### src/rtl/pair_sweep_pkg.sv
// Shared types and constants for the paired even/odd address sweep sequencer.
package pair_sweep_pkg;

  localparam int unsigned PAIR_W   = 13;
  localparam int unsigned ADDR_W   = PAIR_W + 1;
  localparam int unsigned DEF_BASE = 6144;
  localparam int unsigned DEF_END  = 6656;

  typedef enum logic [1:0] {
    IDLE = 2'd0,
    RUN  = 2'd1,
    DONE = 2'd2
  } state_e;

  typedef struct packed {
    logic [ADDR_W-1:0] a;
    logic [ADDR_W-1:0] b;
  } addr_pair_t;

  // Even address on port A, odd neighbour on port B.
  function automatic addr_pair_t form_pair(input logic [PAIR_W-1:0] ptr);
    addr_pair_t p;
    p.a = {ptr, 1'b0};
    p.b = {ptr, 1'b1};
    return p;
  endfunction

endpackage

### src/rtl/pair_addr_gen.sv
// Pair pointer register; load takes priority over increment.
module pair_addr_gen (
  input  logic                             i_clk,
  input  logic                             i_reset,
  input  logic                             i_load,
  input  logic [pair_sweep_pkg::PAIR_W-1:0] i_load_val,
  input  logic                             i_inc,
  output logic [pair_sweep_pkg::PAIR_W-1:0] o_ptr,
  output logic [pair_sweep_pkg::ADDR_W-1:0] o_addr_a,
  output logic [pair_sweep_pkg::ADDR_W-1:0] o_addr_b
);
  import pair_sweep_pkg::*;

  logic [PAIR_W-1:0] r_ptr;
  addr_pair_t        w_pair;

  always_ff @(posedge i_clk or negedge i_reset) begin
    if (!i_reset) begin
      r_ptr <= '0;
    end else if (i_load) begin
      r_ptr <= i_load_val;
    end else if (i_inc) begin
      r_ptr <= r_ptr + PAIR_W'(1);
    end
  end

  assign w_pair   = form_pair(r_ptr);
  assign o_ptr    = r_ptr;
  assign o_addr_a = w_pair.a;
  assign o_addr_b = w_pair.b;

endmodule

### src/rtl/pair_sweep_ctrl.sv
// Sweep sequencer: latches a pair range on start and hands out (even, odd) pairs under valid/ready.
// Optional macro PAIR_SWEEP_LOOP_EN adds i_loop for gapless range repetition.
module pair_sweep_ctrl #(
  parameter int unsigned DEF_BASE = pair_sweep_pkg::DEF_BASE,
  parameter int unsigned DEF_END  = pair_sweep_pkg::DEF_END
) (
  input  logic                             i_clk,
  input  logic                             i_reset,
  input  logic                             i_start,
  input  logic                             i_abort,
  input  logic                             i_cfg_use_def,
  input  logic [pair_sweep_pkg::PAIR_W-1:0] i_cfg_base,
  input  logic [pair_sweep_pkg::PAIR_W-1:0] i_cfg_end,
  input  logic                             i_rdy,
`ifdef PAIR_SWEEP_LOOP_EN
  input  logic                             i_loop,
`endif
  output logic                             o_valid,
  output logic [pair_sweep_pkg::ADDR_W-1:0] o_addr_a,
  output logic [pair_sweep_pkg::ADDR_W-1:0] o_addr_b,
  output logic                             o_busy,
  output logic                             o_done,
  output logic                             o_cfg_err
);
  import pair_sweep_pkg::*;

  state_e            r_state;
  state_e            w_state_nxt;
  logic [PAIR_W-1:0] r_base_l;
  logic [PAIR_W-1:0] r_end_l;
  logic              r_valid;
  logic              r_busy;
  logic              r_done;
  logic              r_cfg_err;

  logic [PAIR_W-1:0] w_sel_base;
  logic [PAIR_W-1:0] w_sel_end;
  logic [PAIR_W-1:0] w_ptr;
  logic [PAIR_W-1:0] w_load_val;
  logic              w_empty;
  logic              w_last;
  logic              w_latch;
  logic              w_load;
  logic              w_inc;
  logic              w_loop_done;
  logic              w_loop;

  assign w_sel_base = i_cfg_use_def ? PAIR_W'(DEF_BASE) : i_cfg_base;
  assign w_sel_end  = i_cfg_use_def ? PAIR_W'(DEF_END)  : i_cfg_end;
  assign w_empty    = (w_sel_end <= w_sel_base);
  // Only evaluated in RUN, where end_l > base_l, so the decrement cannot underflow.
  assign w_last     = (w_ptr == (r_end_l - PAIR_W'(1)));
  assign w_load_val = w_latch ? w_sel_base : r_base_l;

`ifdef PAIR_SWEEP_LOOP_EN
  assign w_loop = i_loop;
`else
  assign w_loop = 1'b0;
`endif

  always_comb begin
    w_state_nxt = r_state;
    w_latch     = 1'b0;
    w_load      = 1'b0;
    w_inc       = 1'b0;
    w_loop_done = 1'b0;
    case (r_state)
      IDLE: begin
        if (i_start) begin
          w_latch = 1'b1;
          if (w_empty) begin
            w_state_nxt = DONE;
          end else begin
            w_state_nxt = RUN;
            w_load      = 1'b1;
          end
        end
      end
      RUN: begin
        if (i_abort) begin
          w_state_nxt = IDLE;
        end else if (i_rdy) begin
          if (w_last) begin
            if (w_loop) begin
              w_load      = 1'b1;
              w_loop_done = 1'b1;
            end else begin
              w_state_nxt = DONE;
            end
          end else begin
            w_inc = 1'b1;
          end
        end
      end
      DONE:    w_state_nxt = IDLE;
      default: w_state_nxt = IDLE;
    endcase
  end

  always_ff @(posedge i_clk or negedge i_reset) begin
    if (!i_reset) begin
      r_state   <= IDLE;
      r_base_l  <= '0;
      r_end_l   <= '0;
      r_valid   <= 1'b0;
      r_busy    <= 1'b0;
      r_done    <= 1'b0;
      r_cfg_err <= 1'b0;
    end else begin
      r_state <= w_state_nxt;
      r_valid <= (w_state_nxt == RUN);
      r_busy  <= (w_state_nxt != IDLE);
      r_done  <= (w_state_nxt == DONE) || w_loop_done;
      if (w_latch) begin
        r_base_l  <= w_sel_base;
        r_end_l   <= w_sel_end;
        r_cfg_err <= w_empty;
      end
    end
  end

  pair_addr_gen u_addr_gen (
    .i_clk      (i_clk),
    .i_reset    (i_reset),
    .i_load     (w_load),
    .i_load_val (w_load_val),
    .i_inc      (w_inc),
    .o_ptr      (w_ptr),
    .o_addr_a   (o_addr_a),
    .o_addr_b   (o_addr_b)
  );

  assign o_valid   = r_valid;
  assign o_busy    = r_busy;
  assign o_done    = r_done;
  assign o_cfg_err = r_cfg_err;

endmodule

### config.mk
export PLATFORM = sky130hd
export DESIGN_NAME = pair_sweep_ctrl
export DESIGN_NICKNAME = d
export VERILOG_FILES = /design/src/rtl/pair_sweep_pkg.sv /design/src/rtl/pair_addr_gen.sv /design/src/rtl/pair_sweep_ctrl.sv
export SDC_FILE = /design/constraint.sdc
export NUM_CORES = 1
export LEC_CHECK = 0
export ABC_AREA = 1
export BUFFER_PORTS_ARGS = -buffer_cell sky130_fd_sc_hd__buf_2
export CORE_ASPECT_RATIO = 1.4
export CORE_MARGIN = 2
export CORE_UTILIZATION = 51
export DETAILED_ROUTE_END_ITERATION = 10
export PLACE_DENSITY = 0.77
export RECOVER_POWER = 100
export SLEW_MARGIN = 40
export SYNTH_ARGS = -nofsm -noshare
export SYNTH_HDL_FRONTEND = slang
export SYNTH_HIERARCHICAL = 1
export SYNTH_SLANG_ARGS = --single-unit
### constraint.sdc
create_clock -name i_clk -period 2.3 [get_ports i_clk]
set_clock_uncertainty 0.05 [all_clocks]
set_input_delay 0.115 -clock i_clk [delete_from_list [all_inputs] [get_ports i_clk]]
set_output_delay 0.115 -clock i_clk [all_outputs]
set_load 0.1 [all_outputs]
==> results.sh <==
export IMPL_status="finished, final reports clean"
export IMPL_crit_type="reg -> reg"
export IMPL_required_ns=2.45
export IMPL_ys_seq_area_share_pct=33.14
export IMPL_power_leakage_nw=2.083
export IMPL_die_h_um=100.6
export IMPL_finalNetCount=594
export IMPL_io_pins=64
export IMPL_tritoncts="built"
export IMPL_synth_edf_count=0
export IMPL_syn_num_nets=536
export IMPL_htreeDepth=2
export IMPL_antenna_found_initial=0
export IMPL_post_place_ws_ns=-0.1339
export IMPL_synth_seq_cells=45
export IMPL_yosysUniqueCellTypes=34
export IMPL_die_w_um=72.99
export IMPL_synthTopCellsByArea="dfrtp_1 33%, nand2_1 18%, buf_4 6.4%, inv_1 5.6%, ha_1 5.5%"
export IMPL_track_usage_pct=25.32
export IMPL_worstPathArrival_ns=2.32
export IMPL_place_gp_congestion=0.9364
export IMPL_globalRouteMet3Util_pct=3.600
export IMPL_tns_ns=0
export IMPL_peakVddDrop_v=0.0009475
export IMPL_cap_violations=0
export IMPL_cts_root_buffer="clkbuf_8"
export IMPL_synth_top_cell_area_share_pct=33.14
export IMPL_wl_um=8677
export IMPL_top_usage_layer="met2"
export IMPL_clk_pin_slew_ns=0.08
export IMPL_dp_cells=610
export IMPL_core_area_mm2=0.006525
export IMPL_cts_sinks=45
export IMPL_dr_first_iter_drc_count=171
export IMPL_worstPathMaxFanout=6
export IMPL_avgSynthCellArea_um2=6.949
export IMPL_dp_hpwl_um=6735
export IMPL_synth_ff_type="dfrtp_1"
export IMPL_grt_util_met2_pct=46.43
export IMPL_setup_slack_ns=0.1291
export IMPL_max_freq_mhz=460.6
export IMPL_total_power_mw=5.891
export IMPL_grt_max_degree=28
export IMPL_fin_cells=622
export IMPL_syn2layout_area_growth_pct=15.98
export IMPL_drt_vias_per_instance=5.198
export IMPL_max_clock_path_buffers=2
export IMPL_rows=35
export IMPL_die_area_mm2=0.007342
export IMPL_period_needed_ns=2.171
export IMPL_yosysTopAreaCell="dfrtp_1"
export IMPL_slew_violations=0
export IMPL_min_period_over_period_pct=94.39
export IMPL_initial_core_util_pct=52.08
export IMPL_synth_cells=489
export IMPL_diodes=0
export IMPL_grtUsageMet1_pct=27.19
export IMPL_drc=0
export IMPL_firstDrtPassIters=4
export IMPL_via_count=3233
export IMPL_ant_nets=0
export IMPL_hp_class="in -> reg"
export IMPL_finalHoldViolCount=0
export IMPL_worst_pin_slew_ns=1.163
export IMPL_relSlewSlack_pct=22.78
export IMPL_grt_pass1_vias=3181
export IMPL_layout_drive_gt1_share_pct=29.01
export IMPL_mappedNetlistArea_mm2=0.003398
export IMPL_grt_pass1_wl_um=14350
export IMPL_avgRoutedWirePerCell_um=13.95
export IMPL_crit_path_start_kind="register"
export IMPL_setup_viol=0
export IMPL_endpoint_kind="register"
export IMPL_ys_warn_count=6
export IMPL_clk_latency_ns=0.31
export IMPL_io_buffers=61
export IMPL_synthArstFlopShare_pct=100.0
export IMPL_powerDensity_mw_per_mm2=1495
export IMPL_globalRouteOverflowTotal=0
export IMPL_grt_setup_unrepaired="true"
export IMPL_cts_buffers=5
[registers in the layout (all words and copies together), names as in the netlist]
register          count
o_cfg_err             1
u_addr_gen/o_ptr     13
r_state               2
r_end_l              13
o_valid               1
o_done                1
r_base_l             13
o_busy                1
[cell usage after synthesis, drive strengths merged, types with 2 or more instances]
master / n
nand2: 169
inv: 58
nor2: 53
dfrtp: 45
o21ai: 33
nand3: 31
buf: 30
ha: 15
a22oi: 10
xor2: 10
a21oi: 9
clkbuf: 7
nand4: 6
or2: 3
conb: 2
xnor2: 2
[final cells by class]
class,instances,area (µm²)
flip-flops and latches,45,1144
well taps,74,92.59
inverters,59,230.2
multi-input cells,348,1891
fillers,600,2584
repair buffers,88,494.2
clock buffers,8,90.09
[worst max-delay path: stages (launching register included)]
cell,delay (ns)
dfrtp_1,0.39
inv_2,0.09
ha_4,0.16
nand3_4,0.12
nor2_4,0.18
nand2_1,0.07
nand2_1,0.05
nand2_1,0.06
nand2_1,0.06
inv_1,0.03
nand2_1,0.07
nor2_2,0.06
nand2_2,0.05
nand3_2,0.07
inv_4,0.09
nor2_4,0.04
buf_4,0.16
a22oi_1,0.15
nand2_1,0.08
[cells by family (layout without fill, tap and decap cells)]
| kind of cell | count (synthesis) | count (layout) | synth area share [%] |
|---|---|---|---|
| AO/OA/AOI/OAI | 54 | 54 | 9.058 |
| adder cells (fa/ha/maj) | 15 | 15 | 5.523 |
| AND/OR/NAND/NOR | 265 | 265 | 34.90 |
| flip-flops | 45 | 45 | 33.14 |
| buffers and inverters | 96 | 155 | 13.84 |
| other | 2 | 2 | 0.2210 |
| XOR/XNOR | 12 | 12 | 3.314 |
[what timing repair did]
action	CTS	global route
hold buffers	1	0
hold endpoints to repair	19	0
endpoints found under the setup margin	0	13
resized for setup	0	34
setup buffers	0	3
[path summary, 6_finish.rpt]
| path | startpoint | endpoint | slack, ns | cells past startpoint |
|---|---|---|---|---|
| worst max-delay path | r_end_l[1] | u_addr_gen/o_ptr[6] | 0.13 | 18 |
| worst min-delay path | i_cfg_end[0] | r_end_l[0] | 0.08 | 3 |
| worst max register to register | r_end_l[1] | u_addr_gen/o_ptr[6] | 0.13 | 18 |
| worst min register to register | o_cfg_err | o_cfg_err | 0.44 | 2 |
| max in group asynchronous | i_reset | r_end_l[3] | 0.45 | 3 |
| min in group asynchronous | i_reset | u_addr_gen/o_ptr[5] | 0.51 | 2 |
[report_power, final]
| part | leakage [nW] | total [mW] | internal, mW | switching (mW) |
|---|---|---|---|---|
| Clock | 0.0455 | 0.506 | 0.245 | 0.261 |
| Combinational | 1.48 | 3.93 | 0.881 | 3.05 |
| Sequential | 0.559 | 1.45 | 1.07 | 0.382 |
[through the flow]
| stage | cell area, µm² | hold WS [ns] | util [%] |
|---|---|---|---|
| finish | 3941 | 0.08101 | 60.40 |
| global route | 3941 | 0.08428 | 60.40 |
| CTS | 3836 | 0.07060 | 58.79 |
| detailed placement | 3736 | 0.05259 | 57.26 |
| global placement | 3736 | 0.05073 | 57.26 |
| floorplan | 3415 | -0.2306 | - |
[placed cells by master (no fill, tap or decap), drive strengths merged]
cell type	count
a22oi	10
dfrtp	45
dlygate4sd3	1
nand3	31
conb	2
ha	15
nand4	6
o21bai	1
o21ai	33
a21oi	9
nand3b	1
buf	75
or2	3
clkbuf	20
clkinvlp	1
nor3b	1
xnor2	2
nor3	1
o211ai	1
clkinv	1
nor2	53
nand2	169
inv	57
xor2	10
[routing by layer]
layer  routed length [µm]  up-vias
met3                  285       33
met5                    0        -
li1                     -     1625
met2                 4565       78
met4                  494        0
met1                 3332     1497
No activity file was read; power rests on OpenSTA's default activity.
